==> src/rtl/cellram_stream_reader_pkg.sv <==
// Shared definitions for cellram_control clients: bus widths and the stream
// reader's state encoding.
package cellram_stream_reader_pkg;

   localparam int CR_WORD_W = 16;
   localparam int CR_ADDR_W = 24;

   typedef enum logic [2:0] {
      ST_IDLE   = 3'd0,
      ST_ISSUE  = 3'd1,
      ST_ARM    = 3'd2,
      ST_WAITRD = 3'd3,
      ST_DRAIN  = 3'd4,
      ST_EMPTY  = 3'd5
   } rd_state_t;

endpackage

==> src/rtl/cellram_sync_fifo.sv <==
// Counter-based synchronous FIFO with first-word fall-through head and a
// single-cycle flush. Push and pop together on a full FIFO is legal.
module cellram_sync_fifo #(
   parameter int WIDTH = 16,
   parameter int DEPTH = 16
) (
   input  logic                     clk,
   input  logic                     rst,
   input  logic                     push_i,
   input  logic                     pop_i,
   input  logic                     flush_i,
   input  logic [WIDTH-1:0]         wr_data_i,
   output logic [WIDTH-1:0]         rd_data_o,
   output logic [$clog2(DEPTH):0]   count_o,
   output logic                     full_o,
   output logic                     empty_o
);

   localparam int AW = $clog2(DEPTH);
   localparam logic [AW-1:0] PTR_ONE = 1;
   localparam logic [AW:0]   CNT_ONE = 1;
   localparam logic [AW:0]   CNT_FULL = DEPTH[AW:0];

   logic [WIDTH-1:0] mem_q [DEPTH];
   logic [AW-1:0]    wr_ptr_q;
   logic [AW-1:0]    rd_ptr_q;
   logic [AW:0]      count_q;
   logic             do_push;
   logic             do_pop;

   assign empty_o   = (count_q == '0);
   assign full_o    = (count_q == CNT_FULL);
   assign count_o   = count_q;
   assign rd_data_o = mem_q[rd_ptr_q];

   assign do_pop  = pop_i & ~empty_o;
   assign do_push = push_i & (~full_o | do_pop);

   always_ff @(posedge clk) begin
      if (rst || flush_i) begin
         wr_ptr_q <= '0;
         rd_ptr_q <= '0;
         count_q  <= '0;
      end else begin
         if (do_push) wr_ptr_q <= wr_ptr_q + PTR_ONE;
         if (do_pop)  rd_ptr_q <= rd_ptr_q + PTR_ONE;
         case ({do_push, do_pop})
            2'b10:   count_q <= count_q + CNT_ONE;
            2'b01:   count_q <= count_q - CNT_ONE;
            default: count_q <= count_q;
         endcase
      end
   end

   // Storage carries no reset; only the pointers define what is valid.
   always_ff @(posedge clk) begin
      if (do_push) mem_q[wr_ptr_q] <= wr_data_i;
   end

   overflow_chk: assert property (@(posedge clk) disable iff (rst)
      !(push_i && full_o && !pop_i && !flush_i));

endmodule

==> src/rtl/cellram_stream_reader.sv <==
// Turns a (base, length) job into sequential single-word cellram reads with
// one read in flight, streaming the returned words out through a FIFO.
module cellram_stream_reader
   import cellram_stream_reader_pkg::*;
#(
   parameter int FIFO_DEPTH = 16,
   parameter int LEN_W      = 23
) (
   input  logic                          clk,
   input  logic                          rst,
   input  logic                          start,
   input  logic                          abort,
   input  logic [CR_ADDR_W-1:0]          base_addr,
   input  logic [LEN_W-1:0]              length,
   output logic                          busy,
   output logic                          done,
   output logic [CR_WORD_W-1:0]          out_data,
   output logic                          out_valid,
   input  logic                          out_ready,
   output logic [CR_ADDR_W-1:0]          cr__addr,
   output logic [CR_WORD_W-1:0]          cr__data_in,
   output logic                          cr__read,
   output logic                          cr__write,
   input  logic [CR_WORD_W-1:0]          cr__data_out,
   input  logic                          cr__wait,
   output logic [2:0]                    dbg_state,
   output logic [$clog2(FIFO_DEPTH):0]   dbg_fifo_count
);

   localparam logic [CR_ADDR_W-1:0] ADDR_STEP = 2;
   localparam logic [LEN_W-1:0]     LEN_ONE   = 1;

   rd_state_t            state_q;
   logic [CR_ADDR_W-1:0] addr_q;
   logic [LEN_W-1:0]     remaining_q;
   logic                 busy_q;
   logic                 done_q;
   logic                 cr_read_q;
   logic [CR_ADDR_W-1:0] cr_addr_q;

   logic                 fifo_push;
   logic                 fifo_full;
   logic                 fifo_empty;
   logic                 in_flight;
   logic                 unused_base_bit0;

   assign unused_base_bit0 = base_addr[0];

   // A read is outstanding in ARM/WAITRD; aborting there must wait it out.
   assign in_flight = (state_q == ST_ARM) || (state_q == ST_WAITRD) || (state_q == ST_DRAIN);
   assign fifo_push = (state_q == ST_WAITRD) && !cr__wait && !abort;

   cellram_sync_fifo #(
      .WIDTH (CR_WORD_W),
      .DEPTH (FIFO_DEPTH)
   ) u_fifo (
      .clk       (clk),
      .rst       (rst),
      .push_i    (fifo_push),
      .pop_i     (out_ready),
      .flush_i   (abort),
      .wr_data_i (cr__data_out),
      .rd_data_o (out_data),
      .count_o   (dbg_fifo_count),
      .full_o    (fifo_full),
      .empty_o   (fifo_empty)
   );

   always_ff @(posedge clk) begin
      if (rst) begin
         state_q     <= ST_IDLE;
         addr_q      <= '0;
         remaining_q <= '0;
         busy_q      <= 1'b0;
         done_q      <= 1'b0;
         cr_read_q   <= 1'b0;
         cr_addr_q   <= '0;
      end else begin
         done_q    <= 1'b0;
         cr_read_q <= 1'b0;
         if (abort) begin
            state_q <= in_flight ? ST_DRAIN : ST_IDLE;
            busy_q  <= in_flight;
         end else begin
            case (state_q)
               ST_IDLE: begin
                  if (start) begin
                     busy_q <= 1'b1;
                     if (length != '0) begin
                        addr_q      <= {base_addr[CR_ADDR_W-1:1], 1'b0};
                        remaining_q <= length;
                        state_q     <= ST_ISSUE;
                     end else begin
                        state_q <= ST_EMPTY;
                     end
                  end
               end
               ST_EMPTY: begin
                  busy_q  <= 1'b0;
                  done_q  <= 1'b1;
                  state_q <= ST_IDLE;
               end
               ST_ISSUE: begin
                  // Nothing is in flight here, so a free slot covers the next word.
                  if (!fifo_full && !cr__wait) begin
                     cr_read_q <= 1'b1;
                     cr_addr_q <= addr_q;
                     state_q   <= ST_ARM;
                  end
               end
               ST_ARM: state_q <= ST_WAITRD;
               ST_WAITRD: begin
                  if (!cr__wait) begin
                     addr_q      <= addr_q + ADDR_STEP;
                     remaining_q <= remaining_q - LEN_ONE;
                     if (remaining_q == LEN_ONE) begin
                        done_q  <= 1'b1;
                        busy_q  <= 1'b0;
                        state_q <= ST_IDLE;
                     end else begin
                        state_q <= ST_ISSUE;
                     end
                  end
               end
               ST_DRAIN: begin
                  if (!cr__wait) begin
                     busy_q  <= 1'b0;
                     state_q <= ST_IDLE;
                  end
               end
               default: state_q <= ST_IDLE;
            endcase
         end
      end
   end

   assign busy        = busy_q;
   assign done        = done_q;
   assign out_valid   = ~fifo_empty;
   assign cr__read    = cr_read_q;
   assign cr__addr    = cr_addr_q;
   assign cr__data_in = '0;
   assign cr__write   = 1'b0;
   assign dbg_state   = state_q;

endmodule

==> config.mk <==
export PLATFORM = sky130hd
export DESIGN_NAME = cellram_stream_reader
export DESIGN_NICKNAME = d
export VERILOG_FILES = /design/src/rtl/cellram_stream_reader_pkg.sv /design/src/rtl/cellram_sync_fifo.sv /design/src/rtl/cellram_stream_reader.sv
export SDC_FILE = /design/constraint.sdc
export NUM_CORES = 1
export LEC_CHECK = 0
export BUFFER_PORTS_ARGS = -buffer_cell sky130_fd_sc_hd__buf_2
export CAP_MARGIN = 20
export CELL_PAD_IN_SITES_DETAIL_PLACEMENT = 1
export CELL_PAD_IN_SITES_GLOBAL_PLACEMENT = 2
export CORE_MARGIN = 4
export CORE_UTILIZATION = 42
export DETAILED_ROUTE_END_ITERATION = 8
export PLACE_DENSITY_LB_ADDON = 0.1
export SLEW_MARGIN = 20
export SYNTH_ARGS = -nofsm -noshare
export SYNTH_HDL_FRONTEND = slang
export SYNTH_HIERARCHICAL = 1
export SYNTH_SLANG_ARGS = --single-unit
==> constraint.sdc <==
create_clock -name clk -period 3.84 [get_ports clk]
set_input_delay 0.384 -clock clk [delete_from_list [all_inputs] [get_ports clk]]
set_output_delay 0.384 -clock clk [all_outputs]
set_load 0.01 [all_outputs]
==> run metrics <==
first-pass GRT wire length 60.69 mm; fill count 3523; Cell variety after synth 72; Seq pwr share 50.9%; PortBufs 118; kind of critical path register to primary output; die height 196.7 um; Placer Congestion 0.7134; worst-path fanout max 29; clk_lat worst skew 0.52 ns; DRT antenna net count 0; Max-Cap Viols 0; Vias/cell 5.682; core area 34800 sq um; Max Buffers Root-to-Sink 3; Power Internal 6292 uW; vias 9795; die area 38690 sq um; final setup margin 0.6721 ns; Final Hold Vio Count 0; Sw Pwr 1754 uW; clock tree root driver cell clkbuf_16; outcome complete, no violations; post-synthesis area per instance 13.39 sq um; post-synthesis async set-or-reset flop share 0%; sw frac 21.80%; vias in the first global route 10319; TritonCTS clock tree done; Reg2Reg Capture Point u_fifo/mem_q[14][11]; placed wire-length estimate 24.33 mm; Post-Synthesis Cell Area 14960 sq um; GR Overflow Total 0; Synth area leaders edfxtp_1 (51%), dfxtp_1 (12%), mux4_2 (9.6%); Final nets 1319; # Post-CTS Setup Buffers 0; FP Rows 68; RSZ-0062 raised after global routing false; Synth Instances 1117; Arrival @ worst endpoint 2.78 ns; GRT Util Overall 20.03%; Die Width 196.7 um; Least-Margin Pin Slew 0.9620 ns; Power Dens Cells 463.7 nW/um^2; leak pwr 0.005959 uW; FF-to-FF Start dbg_state[0]; Critical Path Source Type register; Post-DP Area 16090 sq um; DRT iter0 DRCs 533; # DRC 0; drt total wl 39.08 mm; Initial Util 42.98%; top-area cell type share of the netlist area 51.40%; Wirelength per Cell 22.67 um; Synth warnings 6; H-tree depth 2; # setup viols final 0; max_slew headroom 35.86%; fin crit share 82.50%; TritonCTS buffer count 38; I/O pin count 138; Clock Skews 0.01446 ns; critical path's slowest cell dfxtp_4; final setup TNS 0 ns; Fmax 315.7 MHz; Setup WS pre-CTS 0.8686 ns; Seq/Total Area, Yosys 63.72%; FF-to-FF setup slack 0.90 ns; Reg2Reg Depth 7; worst-path cell chain buf_4 > mux4_2 > a22oi_1 > nand2_1 > buf_2; most frequent cells after synthesis edfxtp_1 (256), nand2_1 (133), dfxtp_1 (92), a21oi_1 (84), mux4_2 (64); Clock power frac 45.1%; dominant cell type by area after synthesis edfxtp_1; Clock transition at path regs 0.06 ns; CP endpoint out_data[6]; Area growth syn-to-layout 16.02%; cell area after layout 17350 sq um; layout cells sized above 1 24.86%; Logic pwr share 4.0%; CP Capture Type primary output; number of synthesized flops with an enable pin 256; post_cts resized 0; most common cell in the synthesized netlist edfxtp_1; Critical Path RT 3.46 ns; initial antenna violation count 2; Peak supply drop 0.3124 mV; final count of pins violating max slew 0; Synth Register Bits 348; fin crit period 3.168 ns; Hold Buf Count CTS 0; largest net degree at the start of global routing 95; Worst path max stage delay 0.77 ns; Hold WC Path Type input pin to register; TritonRoute pass-1 iters 5; Synth Flop Type edfxtp_1; Sink Count 348
-- power groups by stage --
stage	Clock, uW	Combinational [uW]	Sequential [uW]
2_1_floorplan	0	200	4170
3_3_place_gp	0	322	4180
3_5_place_dp	0	327	4180
4_1_cts	3720	329	4100
5_1_grt	3890	366	4100
6_report	3630	323	4100
-- worst min path at each step --
stage | startpoint | to | slack, ns | depth (start not counted)
2_1_floorplan | addr_q[23] | cr__addr[23] | 0.45 | 2
3_3_place_gp | cr__addr[19] | cr__addr[19] | 0.44 | 2
3_5_place_dp | cr__addr[4] | cr__addr[4] | 0.45 | 2
4_1_cts | base_addr[2] | addr_q[2] | 0.13 | 3
5_1_grt | base_addr[2] | addr_q[2] | 0.16 | 3
6_report | base_addr[2] | addr_q[2] | 0.16 | 3
-- registers in the layout, indices dropped and copies added (netlist names), named ones only --
signal / cells
addr_q: 23
u_fifo/count_o: 5
remaining_q: 23
cr__read: 1
cr__addr: 23
u_fifo/rd_ptr_q: 4
u_fifo/wr_ptr_q: 4
done: 1
busy: 1
dbg_state: 3
u_fifo/mem_q: 256
-- kinds of logic (layout without fill, tap and decap cells) --
family,Yosys count,count (layout),synth area share (%)
and+or+nand+nor,325,325,10.77
xor gates and xnor gates,6,6,0.3514
DFF,348,348,63.72
other,1,20,0.02507
adders and majority gates,12,12,1.054
AOI/OAI and AO/OA,251,251,10.82
buffers and inverters,105,238,3.288
muxes,69,69,9.981
-- worst max-delay path: cells and delay by family (launching register included) --
| kind | cells | cell delay, ns |
|---|---|---|
| DFF | 1 | 0.77 |
| AOI/OAI and AO/OA | 1 | 0.24 |
| and+or+nand+nor | 1 | 0.10 |
| buffers and inverters | 2 | 0.58 |
| muxes | 1 | 0.55 |
-- layout by cell type, fill, tap and decap left out, types with 35 or more instances in the layout --
master and n:
nand2_1 133, nor2_1 46, edfxtp_1 256, clkbuf_16 40
dfxtp_1 90, a21oi_1 84, buf_2 118, o21ai_0 43
buf_4 35, mux4_2 64
-- stage by stage --
stage	hold WS, ns	utilization [%]	std cells	total power (uW)
5_1_grt	0.1574	49.86	1723	8357
4_1_cts	0.1348	49.85	1722	8145
6_report	0.1561	49.86	1724	8046
2_1_floorplan	0.4455	-	1134	4366
3_5_place_dp	0.4463	46.24	1653	4505
3_3_place_gp	0.4426	46.24	1653	4498
-- cell type report --
cell class	count	area, sq um	share of cell area (%)
Tap cell	455	569.3	3.281
Clock inverter	26	234.0	1.348
Clock buffer	43	1022	5.891
Multi-Input combinational cell	681	5057	29.15
Timing Repair Buffer	154	873.3	5.033
Inverter	15	56.30	0.3245
Sequential cell	348	9534	54.95
Antenna cell	2	5.005	0.02884
-- metal layers --
layer	track usage (%)	vias to the layer above	wire length, um	share of wire, %
li1	-	4520	-	-
met1	27.59	5002	17080	44
met2	34.11	218	19450	50
met3	2.923	53	1715	4.4
met4	4.545	2	828	2.1
met5	0	-	13	0.033
Note: power is estimated with default switching activity, not from simulation.
